<file path="config.mk">
export PLATFORM = sky130hd
export DESIGN_NAME = mem_txn_scheduler_flat
export DESIGN_NICKNAME = d
export VERILOG_FILES = /design/src/rtl/mem_txn_scheduler_if.sv /design/src/rtl/mem_txn_scheduler.sv /design/src/flat_wrapper.sv
export SDC_FILE = /design/constraint.sdc
export NUM_CORES = 1
export LEC_CHECK = 0
export ABC_AREA = 0
export CAP_MARGIN = 20
export CORE_ASPECT_RATIO = 0.6
export CORE_MARGIN = 2
export CORE_UTILIZATION = 31
export DETAILED_ROUTE_END_ITERATION = 12
export SYNTH_ARGS = -nofsm -noshare
export SYNTH_HDL_FRONTEND = slang
export SYNTH_SLANG_ARGS = --single-unit
export TNS_END_PERCENT = 1
</file>
<file path="constraint.sdc">
create_clock -name clk -period 4 [get_ports clk]
set_clock_uncertainty 0.05 [all_clocks]
set_input_delay 0.8 -clock clk [delete_from_list [all_inputs] [get_ports clk]]
set_output_delay 0.8 -clock clk [all_outputs]
set_load 0.01 [all_outputs]
</file>
<file path="src/rtl/mem_txn_scheduler_if.sv">
// mem_txn_scheduler_if
// Groups the two instruction-queue handshakes and the shared memory bus used
// by mem_txn_scheduler.
//   instr_aes/valid_in_aes/ready_out_aes : AES queue head handshake
//   instr_sha/valid_in_sha/ready_out_sha : SHA queue head handshake
//   bus_req/bus_addr/bus_op/bus_ack      : shared memory bus
//                                          (op 00 key rd, 01 text rd, 10 dest wr)
// Modports:
//   master : scheduler side (drives ready and bus request fields)
//   slave  : environment side (drives queue heads and bus_ack)
interface mem_txn_scheduler_if #(
  parameter int ADDRW   = 24,
  parameter int OPCODEW = 2
);
  localparam int INSTRW = 3*ADDRW + OPCODEW;

  logic [INSTRW-1:0] instr_aes;
  logic              valid_in_aes;
  logic              ready_out_aes;
  logic [INSTRW-1:0] instr_sha;
  logic              valid_in_sha;
  logic              ready_out_sha;
  logic              bus_req;
  logic [ADDRW-1:0]  bus_addr;
  logic [1:0]        bus_op;
  logic              bus_ack;

  modport master (
    input  instr_aes, valid_in_aes, instr_sha, valid_in_sha, bus_ack,
    output ready_out_aes, ready_out_sha, bus_req, bus_addr, bus_op
  );

  modport slave (
    output instr_aes, valid_in_aes, instr_sha, valid_in_sha, bus_ack,
    input  ready_out_aes, ready_out_sha, bus_req, bus_addr, bus_op
  );
endinterface

</file>
<file path="src/rtl/mem_txn_scheduler.sv">
// mem_txn_scheduler
// Arbitrates between an AES and a SHA instruction queue, then sequences one
// transaction at a time: key read (AES only), text read, engine start, wait
// for engine done, destination write. Instruction layout, MSB first:
// {opcode, key_addr, text_addr, dest_addr}.
// Ports:
//   clk, rst          : clock, synchronous active-high reset
//   io (master)       : queue handshakes and shared memory bus
//   aes_start/sha_start : one-cycle engine start pulses (registered)
//   aes_done/sha_done : engine completion inputs
//   eng_mode          : opcode[1] of the current transaction (registered)
//   busy              : high in every state but IDLE (registered)
//   cur_sha           : current transaction came from the SHA port (registered)
//   err               : sticky port/opcode mismatch flag, cleared by reset only
module mem_txn_scheduler #(
  parameter int ADDRW   = 24,
  parameter int OPCODEW = 2
) (
  input  logic                clk,
  input  logic                rst,
  mem_txn_scheduler_if.master io,
  output logic                aes_start,
  output logic                sha_start,
  input  logic                aes_done,
  input  logic                sha_done,
  output logic                eng_mode,
  output logic                busy,
  output logic                cur_sha,
  output logic                err
);
  localparam int INSTRW = 3*ADDRW + OPCODEW;

  typedef enum logic [2:0] {IDLE, KEY, TEXT, START, WAIT, DEST} state_t;

  state_t            state_q, state_d;
  logic [ADDRW-1:0]  key_q, key_d, text_q, text_d, dest_q, dest_d;
  logic              cur_sha_q, cur_sha_d;
  logic              last_sha_q, last_sha_d;
  logic              err_q, err_d;
  logic              busy_q, busy_d;
  logic              eng_mode_q, eng_mode_d;
  logic              aes_start_q, aes_start_d;
  logic              sha_start_q, sha_start_d;
  logic              grant_aes, grant_sha;
  logic [INSTRW-1:0] sel_instr;

  // Grant only exists in IDLE and never while reset is held.
  // last_sha_q=1 means the AES port wins the next tie.
  always_comb begin
    grant_aes = 1'b0;
    grant_sha = 1'b0;
    if (state_q == IDLE && !rst) begin
      if (io.valid_in_aes && io.valid_in_sha) begin
        grant_aes = last_sha_q;
        grant_sha = !last_sha_q;
      end else begin
        grant_aes = io.valid_in_aes;
        grant_sha = io.valid_in_sha;
      end
    end
    io.ready_out_aes = grant_aes;
    io.ready_out_sha = grant_sha;
    sel_instr = grant_sha ? io.instr_sha : io.instr_aes;
  end

  always_comb begin
    state_d    = state_q;
    key_d      = key_q;
    text_d     = text_q;
    dest_d     = dest_q;
    cur_sha_d  = cur_sha_q;
    last_sha_d = last_sha_q;
    err_d      = err_q;
    eng_mode_d = eng_mode_q;
    case (state_q)
      IDLE: begin
        if (grant_aes || grant_sha) begin
          key_d      = sel_instr[3*ADDRW-1 -: ADDRW];
          text_d     = sel_instr[2*ADDRW-1 -: ADDRW];
          dest_d     = sel_instr[ADDRW-1:0];
          cur_sha_d  = grant_sha;
          last_sha_d = grant_sha;
          // opcode[0] must name the port it arrived on; otherwise drop it.
          if (sel_instr[3*ADDRW] != grant_sha) begin
            err_d = 1'b1;
          end else begin
            eng_mode_d = sel_instr[3*ADDRW+1];
            state_d    = grant_sha ? TEXT : KEY;
          end
        end
      end
      KEY:     if (io.bus_ack) state_d = TEXT;
      TEXT:    if (io.bus_ack) state_d = START;
      START:   state_d = WAIT;
      WAIT:    if (cur_sha_q ? sha_done : aes_done) state_d = DEST;
      DEST:    if (io.bus_ack) state_d = IDLE;
      default: state_d = IDLE;
    endcase
    // Registered outputs are computed from the next state so they line up
    // with the state they describe.
    busy_d      = (state_d != IDLE);
    aes_start_d = (state_d == START) && !cur_sha_d;
    sha_start_d = (state_d == START) && cur_sha_d;
  end

  always_comb begin
    io.bus_req  = 1'b0;
    io.bus_addr = '0;
    io.bus_op   = 2'b00;
    case (state_q)
      KEY:  begin io.bus_req = 1'b1; io.bus_addr = key_q;  io.bus_op = 2'b00; end
      TEXT: begin io.bus_req = 1'b1; io.bus_addr = text_q; io.bus_op = 2'b01; end
      DEST: begin io.bus_req = 1'b1; io.bus_addr = dest_q; io.bus_op = 2'b10; end
      default: ;
    endcase
  end

  always_ff @(posedge clk) begin
    if (rst) begin
      state_q     <= IDLE;
      key_q       <= '0;
      text_q      <= '0;
      dest_q      <= '0;
      cur_sha_q   <= 1'b0;
      last_sha_q  <= 1'b1;
      err_q       <= 1'b0;
      busy_q      <= 1'b0;
      eng_mode_q  <= 1'b0;
      aes_start_q <= 1'b0;
      sha_start_q <= 1'b0;
    end else begin
      state_q     <= state_d;
      key_q       <= key_d;
      text_q      <= text_d;
      dest_q      <= dest_d;
      cur_sha_q   <= cur_sha_d;
      last_sha_q  <= last_sha_d;
      err_q       <= err_d;
      busy_q      <= busy_d;
      eng_mode_q  <= eng_mode_d;
      aes_start_q <= aes_start_d;
      sha_start_q <= sha_start_d;
    end
  end

  assign aes_start = aes_start_q;
  assign sha_start = sha_start_q;
  assign eng_mode  = eng_mode_q;
  assign busy      = busy_q;
  assign cur_sha   = cur_sha_q;
  assign err       = err_q;
endmodule
</file>
<file path="src/flat_wrapper.sv">
// flat-port wrapper written by rule: the top's interface ports become plain ports
module mem_txn_scheduler_flat 
#(
  parameter int ADDRW   = 24,
  parameter int OPCODEW = 2
)
  (clk, rst, aes_start, sha_start, aes_done, sha_done, eng_mode, busy, cur_sha, err, io_instr_aes, io_valid_in_aes, io_instr_sha, io_valid_in_sha, io_bus_ack, io_ready_out_aes, io_ready_out_sha, io_bus_req, io_bus_addr, io_bus_op);
  mem_txn_scheduler_if #(.ADDRW(ADDRW), .OPCODEW(OPCODEW)) io_i ();
  input  logic clk;
  input  logic rst;
  output logic aes_start;
  output logic sha_start;
  input  logic aes_done;
  input  logic sha_done;
  output logic eng_mode;
  output logic busy;
  output logic cur_sha;
  output logic err;
  input wire logic [$bits(io_i.instr_aes)-1:0] io_instr_aes;
  input wire logic [$bits(io_i.valid_in_aes)-1:0] io_valid_in_aes;
  input wire logic [$bits(io_i.instr_sha)-1:0] io_instr_sha;
  input wire logic [$bits(io_i.valid_in_sha)-1:0] io_valid_in_sha;
  input wire logic [$bits(io_i.bus_ack)-1:0] io_bus_ack;
  output wire logic [$bits(io_i.ready_out_aes)-1:0] io_ready_out_aes;
  output wire logic [$bits(io_i.ready_out_sha)-1:0] io_ready_out_sha;
  output wire logic [$bits(io_i.bus_req)-1:0] io_bus_req;
  output wire logic [$bits(io_i.bus_addr)-1:0] io_bus_addr;
  output wire logic [$bits(io_i.bus_op)-1:0] io_bus_op;
  assign io_i.instr_aes = io_instr_aes;
  assign io_i.valid_in_aes = io_valid_in_aes;
  assign io_i.instr_sha = io_instr_sha;
  assign io_i.valid_in_sha = io_valid_in_sha;
  assign io_i.bus_ack = io_bus_ack;
  assign io_ready_out_aes = io_i.ready_out_aes;
  assign io_ready_out_sha = io_i.ready_out_sha;
  assign io_bus_req = io_i.bus_req;
  assign io_bus_addr = io_i.bus_addr;
  assign io_bus_op = io_i.bus_op;
  mem_txn_scheduler #(.ADDRW(ADDRW), .OPCODEW(OPCODEW)) u_core (.clk(clk), .rst(rst), .io(io_i), .aes_start(aes_start), .sha_start(sha_start), .aes_done(aes_done), .sha_done(sha_done), .eng_mode(eng_mode), .busy(busy), .cur_sha(cur_sha), .err(err));
endmodule
</file>
# Yosys cells after proc, flatten, opt, wreduce, memory -nomap -nowiden
# Index checks and enable logic that the tools add are counted.
# totals
inputBits	155
out_inout_bits	35
ff_bits	82
# op_classes
n_eq_ne	7
reduce_logical	14
n_mux	19
bitwise	1
# ops
cell	count
$mux W74	1
$pmux W24 S3	1
$mux W3	6
$pmux W3 S6	1
$eq A3 B2 Y1 const B	3
$mux W1	8
$eq A3 B3 Y1 const B	2
$reduce_and A3 Y1	2
$logic_and A1 B1 Y1	4
$pmux W2 S2	1
$eq A3 B1 Y1 const B	1
$logic_not A1 Y1	3
$logic_not A3 Y1	1
$reduce_bool A3 Y1	1
$reduce_or A3 Y1	1
$mux W2	1
$reduce_and A2 Y1	1
$logic_or A1 B1 Y1	1
$ne A1 B1 Y1	1
$not A1 Y1	1

# Longest topological paths before layout
# Gate-level depths: netlist of the first run.
# depth
word_depth	10
ltp_mapped	8
ltp_nobuf	5

# Worst setup path after synthesis of the first run
# Ideal clock, no wire load.
# synth_timing
kind	input-to-output
start	input rst
end	output io_ready_out_sha
arrival_time_ns	1.655
path_slack_ns	1.495
stages	5
path_buffers	2
t_required_ns	3.150
cell_sequence	clkbuf_1 nor4_2 nand2_2 inv_2 buf_2
# synth_between
elab_chain_len	3
# synth_lines
element	line_no	source
from (decl)	flat_wrapper.sv:10	input logic rst;
$logic_not A1 Y1	mem_txn_scheduler.sv:52	if (state_q == IDLE && !rst) begin
$logic_and A1 B1 Y1	mem_txn_scheduler.sv:52	
$mux W1	mem_txn_scheduler.sv:52	
to (decl)	flat_wrapper.sv:25	output wire logic [$bits(io_i.ready_out_sha)-1:0] io_ready_out_sha;
# Every way passes these cells.

# Final worst setup path of the first run
# layout_timing
start	register u_core.state_q[1]
end	output io_bus_addr[20]
# layout_between
elab_chain_len	2
word_cells_on_any_way	4
classes_between	eq/ne (3); mux (1)
# layout_lines
element	line_no	source
from (decl)	mem_txn_scheduler.sv:35	state_t state_q, state_d;
from (signal assigned)	mem_txn_scheduler.sv:132	state_q <= state_d;
$eq A3 B3 Y1, or another cell as far along	mem_txn_scheduler.sv:110	case (state_q)
$pmux W24 S3 (*)	mem_txn_scheduler.sv:110	
to (decl)	flat_wrapper.sv:27	output wire logic [$bits(io_i.bus_addr)-1:0] io_bus_addr;
# Mark *: on every way between the ends. The rest lies on a longest branch, timed or not.

==> impl_metrics.yaml, run 1 <==
run:
  max_cap_violations: 0
timing:
  fmax_ghz: 0.294
  drv_slew: 0
  holdWs_ns: 0.435
  setup_viol: 0
  hold_viol_final: 0
  grt_setup_unrepaired: "no"
  setup_slack_ns: 0.603
  min_period_ns: 3.40
  period_share_pct: 84.9
  fin_tns_setup_ns: 0
  worst_pin_slew_ns: 0.810
  max-slew-margin-rel_pct: 46.0
worst_setup_path:
  r2r-end: "u_core.text_q[6]"
  path_class: "reg -> out"
  critPathSlowestCell: "clkdlybuf4s50_1"
  crit_family: "buffers and inverters"
  cp.buffers_inverters: 2
  crit_arrival_ns: 2.55
  rr_worst_depth: 7
  worst_setup_path_start_kind: "flip-flop"
  crit_chain: "nor3b_4 -> buf_4 -> nand2_1 -> o21ai_0 -> clkdlybuf4s50_1"
  worstPathRequired_ns: 3.15
  r2r_start: "u_core.state_q[2]"
  critical-path-max-stage-delay_ns: 0.60
  cp_max_fo: 20
  end_kind: "output port"
  rrSetupSlack_ns: 1.33
run_status:
  run_status: "finished clean"
synthesis:
  synth_enable_flop_cells: 0
  synth_top_family_by_area: "compound AO/OA/AOI/OAI gates"
  ys_seq_area_share_pct: 37.1
  muxShareOfSynthArea_pct: 6.13
  synthesis.area_sq_um: 4430
  ys_warn_count: 0
  syn_nets: 695
  yosysUniqueCellTypes: 36
  syn_avg_cell_area_sq_um: 8.20
  synthArstFlopShare_pct: 0
  ys.flop_type: "dfxtp_1"
  synth_compound_area_share_pct: 26.4
  ys_seq_elements: 82
  synth_xor_area_share_pct: 0
  synthAdderAreaFrac_pct: 0
  synth_simple_gate_area_share_pct: 24.1
  postSynthCellCount: 540
worst_hold_path:
  whs_endpoint: "u_core.err"
  hold_start: "u_core.err"
  holdCritPathClass: "reg -> reg"
  min_path_cells: 2
drt:
  routedWlPerCell_microns: 18.0
  ant_nets: 0
  drtPass1Iterations: 4
  vias_per_cell: 5.04
  wl_microns: 16200
  vias: 4522
  remaining_drc_errors: 0
  drt_iter0_drc: 273
clock_tree:
  clk_pin_slew_ns: 0.06
  cts-buffers-inserted: 9
  hold_buffers: 0
  cts_sinks: 82
  clk_latency_ns: 0.33
  htree_num_levels: 3
  cts_root_buffer: "clkbuf_16"
  cts_tree: "yes"
  cts_resized: 0
  clockBufferDepth: 2
  post_cts_buffers: 0
placed_design:
  pre_cts_slack_ns: 0.781
  io_buffers: 189
  gp_congestion: 0.812
  dpl.hpwl_microns: 11700
global_route:
  grt_pass1_vias: 4366
  grt.met3_usage_pct: 6.32
  grt_pass1_wl_microns: 24400
  met1_usage_pct: 31.5
  grt_usage_pct: 20.8
  antenna_found_initial: 0
  busiest_layer: "met1"
  overflow: 0
  grt_max_degree: 81
  grt.met2_usage_pct: 29.1
power_and_ir_drop:
  peakVddDrop_uv: 163
  p_leak_nw: 2.34
  power_density_nw_per_um2: 372
final_layout:
  drive_above_1_share_pct: 12.5
  antenna_cells: 0
  n_fill_cell: 1354
  area_delta_synth_final_pct: 52.1
  fin_nets: 856
  postLayoutCoreUtil_pct: 48.9
floorplanning:
  die_h_microns: 96.6
  die-area_sq_um: 15300
  io_pins: 190
  die_w_microns: 158
  core_area_sq_um: 13800
  initial_core_util_pct: 32.1
  rows: 33
## through the flow
| step | total power (W) | std cells | instance area [sq um] |
|---|---|---|---|
| global route | 0.00263 | 898 | 6740 |
| detailed placement | 0.00168 | 881 | 6410 |
| floorplan | 0.00137 | 540 | 4430 |
| CTS | 0.00252 | 897 | 6710 |
| finish | 0.00251 | 898 | 6740 |
| global placement | 0.00167 | 881 | 6410 |
## placed cells by master (no fill, tap or decap), drive strengths merged
cell type	count
clkdlybuf4s50	188
nand2	171
dfxtp	82
nor2	79
a311oi	72
mux2i	26
o21ai	26
buf	11
clkbuf	10
inv	5
nand2b	4
a21oi	4
nor3b	4
clkinvlp	3
nor2b	2
a22oi	2
clkinv	2
nor4	1
a21boi	1
or4	1
or2	1
a221o	1
a31oi	1
mux2	1
a221oi	1
and2	1
o41ai	1
a211o	1
nand3	1
or3	1
nor3	1
bufinv	1
## registers in the layout (all words and copies together) (netlist names)
signal and count:
u_core.state_q 3, u_core.eng_mode 1, u_core.dest_q 24, u_core.last_sha_q 1
u_core.cur_sha 1, u_core.err 1, u_core.busy 1, u_core.key_q 24
u_core.sha_start 1, u_core.aes_start 1, u_core.text_q 24
## layer usage
metal,wire length [microns],part of all wire [%]
met5,0,0
met4,122,0.75
met3,1490,9.2
met2,6520,40
met1,8040,50
## layout make-up
cell class,instances,area (sq um),share of cell area [%]
multi-input combinational,404,2520,37.4
inverter,5,18.8,0.278
tap,192,240,3.56
timing repair buffer,199,2010,29.8
clock buffer,10,239,3.55
sequential,82,1640,24.4
clock inverter,6,66.3,0.984
## how the worst max path moves through the flow
stage                                 start          endpoint  slack, ns  cells after the start
final                     u_core.state_q[1]   io_bus_addr[20]       0.60                      5
after global routing      u_core.state_q[1]    io_bus_addr[0]       0.45                      5
after CTS                 u_core.state_q[1]    io_bus_addr[3]       0.60                      5
after detailed placement    io_valid_in_sha  io_ready_out_sha       0.78                      6
after global placement      io_valid_in_sha  io_ready_out_sha       0.83                      6
after floorplan                         rst  io_ready_out_sha       1.49                      5
## logic make-up (layout without fill, tap and decap cells)
group                  after synthesis  in the layout
DFF                                 82             82
buffers and inverters               54            220
muxes                               27             27
and+or+nand+nor                    267            267
AOI/OAI and AO/OA                  110            110
## where the power goes
part | leakage, nW | internal, W | switching (W)
registers | 0.677 | 0.000914 | 0.0000668
clock network | 0.141 | 0.000501 | 0.000343
logic | 1.52 | 0.000342 | 0.000343
## cell usage after synthesis, drive strengths merged, types with 2 or more instances
cell,n,area [sq um]
nand2,171,644
dfxtp,82,1640
nor2,79,299
a311oi,72,956
buf,29,184
mux2i,26,260
o21ai,26,130
clkbuf,20,75.1
inv,5,18.8
a21oi,4,20.0
nand2b,4,25.0
nor3b,4,35.0
a22oi,2,15.0
nor2b,2,12.5
## tightest hold or removal path, stage by stage, from the launching register on
cell     delay, ns
dfxtp_1       0.33
a21oi_1       0.04
nor2_1        0.08
(Power assumes the default switching activity.)
==> run 2: changes to the inputs <==
Clock period 4 ns to 2.8 ns, I/O delays scaled along.
==> impl_metrics.yaml, run 2 (synthesis gave the netlist of run 1 again) <==
run_status:
  run_status: "finished clean"
global_route:
  grt_pass1_wl_microns: 23800
  grt_max_degree: 75
  grt_usage_pct: 20.2
  antenna_found_initial: 1
  grt_pass1_vias: 4324
  overflow: 0
power_and_ir_drop:
  power_density_nw_per_um2: 534
  p_leak_nw: 2.37
  peakVddDrop_uv: 215
timing:
  grt_setup_unrepaired: "no"
  setup_viol: 0
  setup_slack_ns: 0.0901
  worst_pin_slew_ns: 0.763
  drv_slew: 0
  min_period_ns: 2.71
  period_share_pct: 96.8
  max-slew-margin-rel_pct: 49.1
  fin_tns_setup_ns: 0
  hold_viol_final: 0
  holdWs_ns: 0.444
  fmax_ghz: 0.369
placed_design:
  pre_cts_slack_ns: 0.101
  postPlaceCellArea_sq_um: 6470
  dpl.hpwl_microns: 11700
  dp.cells: 886
  gp_congestion: 0.823
  io_buffers: 189
clock_tree:
  post_cts_buffers: 0
  cts_root_buffer: "clkbuf_16"
  clk_pin_slew_ns: 0.06
  cts_tree: "yes"
  clk_latency_ns: 0.33
  clockBufferDepth: 2
  cts_sinks: 82
  htree_num_levels: 3
  cts-buffers-inserted: 9
worst_setup_path:
  critical-path-max-stage-delay_ns: 0.53
  cp_max_fo: 14
  end_kind: "output port"
  r2r_start: "u_core.state_q[2]"
  crit_chain: "buf_12 -> mux2i_1 -> o21ai_0 -> clkdlybuf4s50_1"
  path_class: "reg -> out"
  worstPathRequired_ns: 2.19
  critPathSlowestCell: "dfxtp_4"
  startpoint: "u_core.state_q[2]"
  worst_setup_path_start_kind: "flip-flop"
  crit_arrival_ns: 2.10
final_layout:
  fin_nets: 860
  layout_commonest_cell: "clkdlybuf4s50_1"
  top_regs: "u_core.dest_q x24, u_core.key_q x24, u_core.text_q x24"
  antenna_cells: 0
  drive_above_1_share_pct: 12.7
  final_cell_mix: "clkdlybuf4s50_1 (188), nand2_1 (170), dfxtp_1 (80)"
  area_delta_synth_final_pct: 53.2
  final_cells: 900
  finalInstanceArea_sq_um: 6790
floorplanning:
  die_h_microns: 96.6
  io_pins: 190
  initial_core_util_pct: 32.1
  rows: 33
  core_area_sq_um: 13800
  die_w_microns: 158
  die-area_sq_um: 15300
drt:
  vias_per_cell: 4.96
  vias: 4464
  routedWlPerCell_microns: 17.6
  drt_iter0_drc: 337
  remaining_drc_errors: 0
  ant_nets: 0
  drtPass1Iterations: 4
  wl_microns: 15800
run:
  max_cap_violations: 0
worst_hold_path:
  hold_start: "u_core.err"
  holdCritPathClass: "reg -> reg"
-- run 2: cell count changes in the layout (fill, tap and decap cells not counted), sizes merged --
cell	previous run	this run
bufinv	1	2
clkbuf	10	11
buf	11	15
clkinvlp	3	0
clkinv	2	1
-- run 2: critical path: cells and delay by family, from the launching register on --
kind / cells / cell delay [ns]
buf+inv: 2 / 0.70
flops: 1 / 0.53
compound gates: 1 / 0.15
mux: 1 / 0.39
-- run 2: timing repair --
item | 4_1_cts | 5_1_grt
gates cloned | 0 | 0
hold buffers | 0 | 0
setup endpoints to repair | 5 | 3
resized for setup | 1 | 2
-- run 2: routing by layer --
metal	vias to the layer above	routed length [microns]	global-route usage [%]
met2	154	6490	28.1
li1	2208	-	-
met3	4	1500	6.41
met5	-	0	0
met1	2098	7760	30.3
met4	0	70	3.67
-- run 2: layout make-up --
cell class,instances,area [sq um]
Fill cell,1361,7000
Multi-Input combinational cell,404,2530
Timing Repair Buffer,203,2040
Sequential cell,82,1650
Clock buffer,11,243
Tap cell,192,240
Clock inverter,3,65.1
Inverter,5,18.8
-- run 2: final timing paths --
kind,end,slack (ns),cells past startpoint
hold / removal,u_core.err,0.44,2
setup / recovery,io_bus_addr[22],0.09,4
hold reg to reg,u_core.err,0.44,2
setup reg to reg,u_core.text_q[13],0.58,6
-- run 2: stage by stage --
stage,util (%),total power [W]
detailed placement,46.9,0.00241
global placement,46.9,0.00239
floorplan,-,0.00196
global route,49.2,0.00381
CTS,49.2,0.00366
finish,49.2,0.00363
-- run 2: power breakdown --
part	total, W	internal [W]	switching, W	leakage [nW]
sequential	0.00140	0.00131	0.0000958	0.678
clock	0.00124	0.000794	0.000447	0.151
combinational	0.000985	0.000497	0.000488	1.54
==> run 3: changes to the inputs <==
Clock period 2.8 ns to 3 ns, I/O delays scaled along.
==> impl_metrics.yaml, run 3 (synthesis gave the netlist of run 1 again) <==
final_layout:
  area_delta_synth_final_pct: 53.2
  fin_nets: 858
  drive_above_1_share_pct: 12.4
  final_cell_mix: "clkdlybuf4s50_1 (188), nand2_1 (170), dfxtp_1 (81)"
  antenna_cells: 0
  layout_commonest_cell: "clkdlybuf4s50_1"
  top_regs: "u_core.dest_q x24, u_core.key_q x24, u_core.text_q x24"
  n_fill_cell: 1359
floorplanning:
  rows: 33
  initial_core_util_pct: 32.1
  die_h_microns: 96.6
  io_pins: 190
  core_area_sq_um: 13800
  die_w_microns: 158
  die-area_sq_um: 15300
timing:
  hold_viol_final: 0
  drv_slew: 0
  grt_setup_unrepaired: "no"
  max-slew-margin-rel_pct: 45.5
  fin_tns_setup_ns: 0
  holdWs_ns: 0.432
  setup_viol: 0
  min_period_ns: 2.83
  period_share_pct: 94.3
  fmax_ghz: 0.353
  worst_pin_slew_ns: 0.818
  setup_slack_ns: 0.170
clock_tree:
  post_cts_buffers: 0
  cts_tree: "yes"
  htree_num_levels: 3
  clk_pin_slew_ns: 0.06
  clk_latency_ns: 0.33
  cts_root_buffer: "clkbuf_16"
  cts-buffers-inserted: 9
  clockBufferDepth: 2
  hold_buffers: 0
  cts_sinks: 82
worst_setup_path:
  r2r-end: "u_core.dest_q[21]"
  r2r_start: "u_core.state_q[2]"
  worst_setup_path_start_kind: "flip-flop"
  end_kind: "output port"
  crit_arrival_ns: 2.18
  worstPathRequired_ns: 2.35
  path_class: "reg -> out"
  cp_max_fo: 19
  rr_worst_depth: 7
  rrSetupSlack_ns: 0.54
global_route:
  antenna_found_initial: 0
  grt_pass1_vias: 4273
  grt_usage_pct: 20.3
  grt_pass1_wl_microns: 23800
  grt_max_degree: 90
  overflow: 0
worst_hold_path:
  min_path_cells: 2
  hold_start: "u_core.err"
  whs_endpoint: "u_core.err"
  holdCritPathClass: "reg -> reg"
power_and_ir_drop:
  power_density_nw_per_um2: 502
  p_leak_nw: 2.36
  peakVddDrop_uv: 274
drt:
  ant_nets: 0
  wl_microns: 15700
  vias_per_cell: 4.95
  remaining_drc_errors: 0
  vias: 4453
  routedWlPerCell_microns: 17.5
  drt_iter0_drc: 261
  drtPass1Iterations: 4
placed_design:
  gp_congestion: 0.815
  pre_cts_slack_ns: 0.202
  io_buffers: 189
  dpl.hpwl_microns: 11300
run:
  max_cap_violations: 0
run_status:
  run_status: "finished clean"
-- run 3: cell count changes in the layout (fill, tap and decap cells not counted) --
cell and change:
buf_12 -1, buf_16 +1, buf_4 -3, buf_6 +1, clkbuf_1 +1, clkinv_2 -1, clkinvlp_4 +2, dfxtp_1 +1
dfxtp_2 -1, nor4_2 +1, nor4_4 -1
-- run 3: final cells by class --
cell class                 count  area [sq um]  area share [%]
multi-input combinational    404          2520            37.2
clock inverter                 4          75.1            1.11
timing repair buffer         201          2040            30.1
sequential                    82          1650            24.2
inverter                       5          18.8           0.276
clock buffer                  12           246            3.63
tap                          192           240            3.54
-- run 3: power breakdown --
group	internal (W)	total, W	switching [W]
Sequential	0.00122	0.00130	0.0000841
Combinational	0.000462	0.000922	0.000460
Clock	0.000753	0.00118	0.000432
-- run 3: routing by layer --
layer	up-vias	wire, microns	global-route usage, %	part of all wire, %
li1	2212	-	-	-
met4	0	64	2.84	0.41
met5	-	0	0	0
met2	152	6410	29.1	41
met3	4	1270	5.69	8.0
met1	2085	8000	30.7	51
-- run 3: stage by stage --
step / power (W) / std cells / utilization (%) / area, sq um
final: 0.00341 / 900 / 49.2 / 6790
after global routing: 0.00357 / 900 / 49.2 / 6790
after CTS: 0.00343 / 899 / 49.0 / 6760
after detailed placement: 0.00224 / 883 / 46.7 / 6430
after global placement: 0.00223 / 883 / 46.7 / 6430
after floorplan: 0.00183 / 540 / - / 4430
-- run 3: how the worst max path moves through the flow --
stage	start	end	slack [ns]	depth (start not counted)
5_1_grt	u_core.state_q[0]	io_bus_addr[23]	0.08	5
6_report	u_core.state_q[2]	io_bus_addr[10]	0.17	4
3_3_place_gp	io_valid_in_sha	u_core.text_q[16]	0.24	7
2_1_floorplan	rst	io_ready_out_sha	0.89	5
3_5_place_dp	io_valid_in_sha	u_core.dest_q[21]	0.20	7
4_1_cts	u_core.state_q[2]	io_bus_addr[10]	0.003	4
-- run 3: timing repair --
item                                    in CTS  in global routing
gates resized for setup                      0                  2
endpoints found under the setup margin       0                  7
hold endpoints to repair                     0                  0
-- run 3: worst max-delay path, cell delays in order (launching register included) --
cell             delay [ns]
dfxtp_4                0.52
buf_12                 0.22
mux2i_1                0.43
o21ai_0                0.17
clkdlybuf4s50_1        0.50
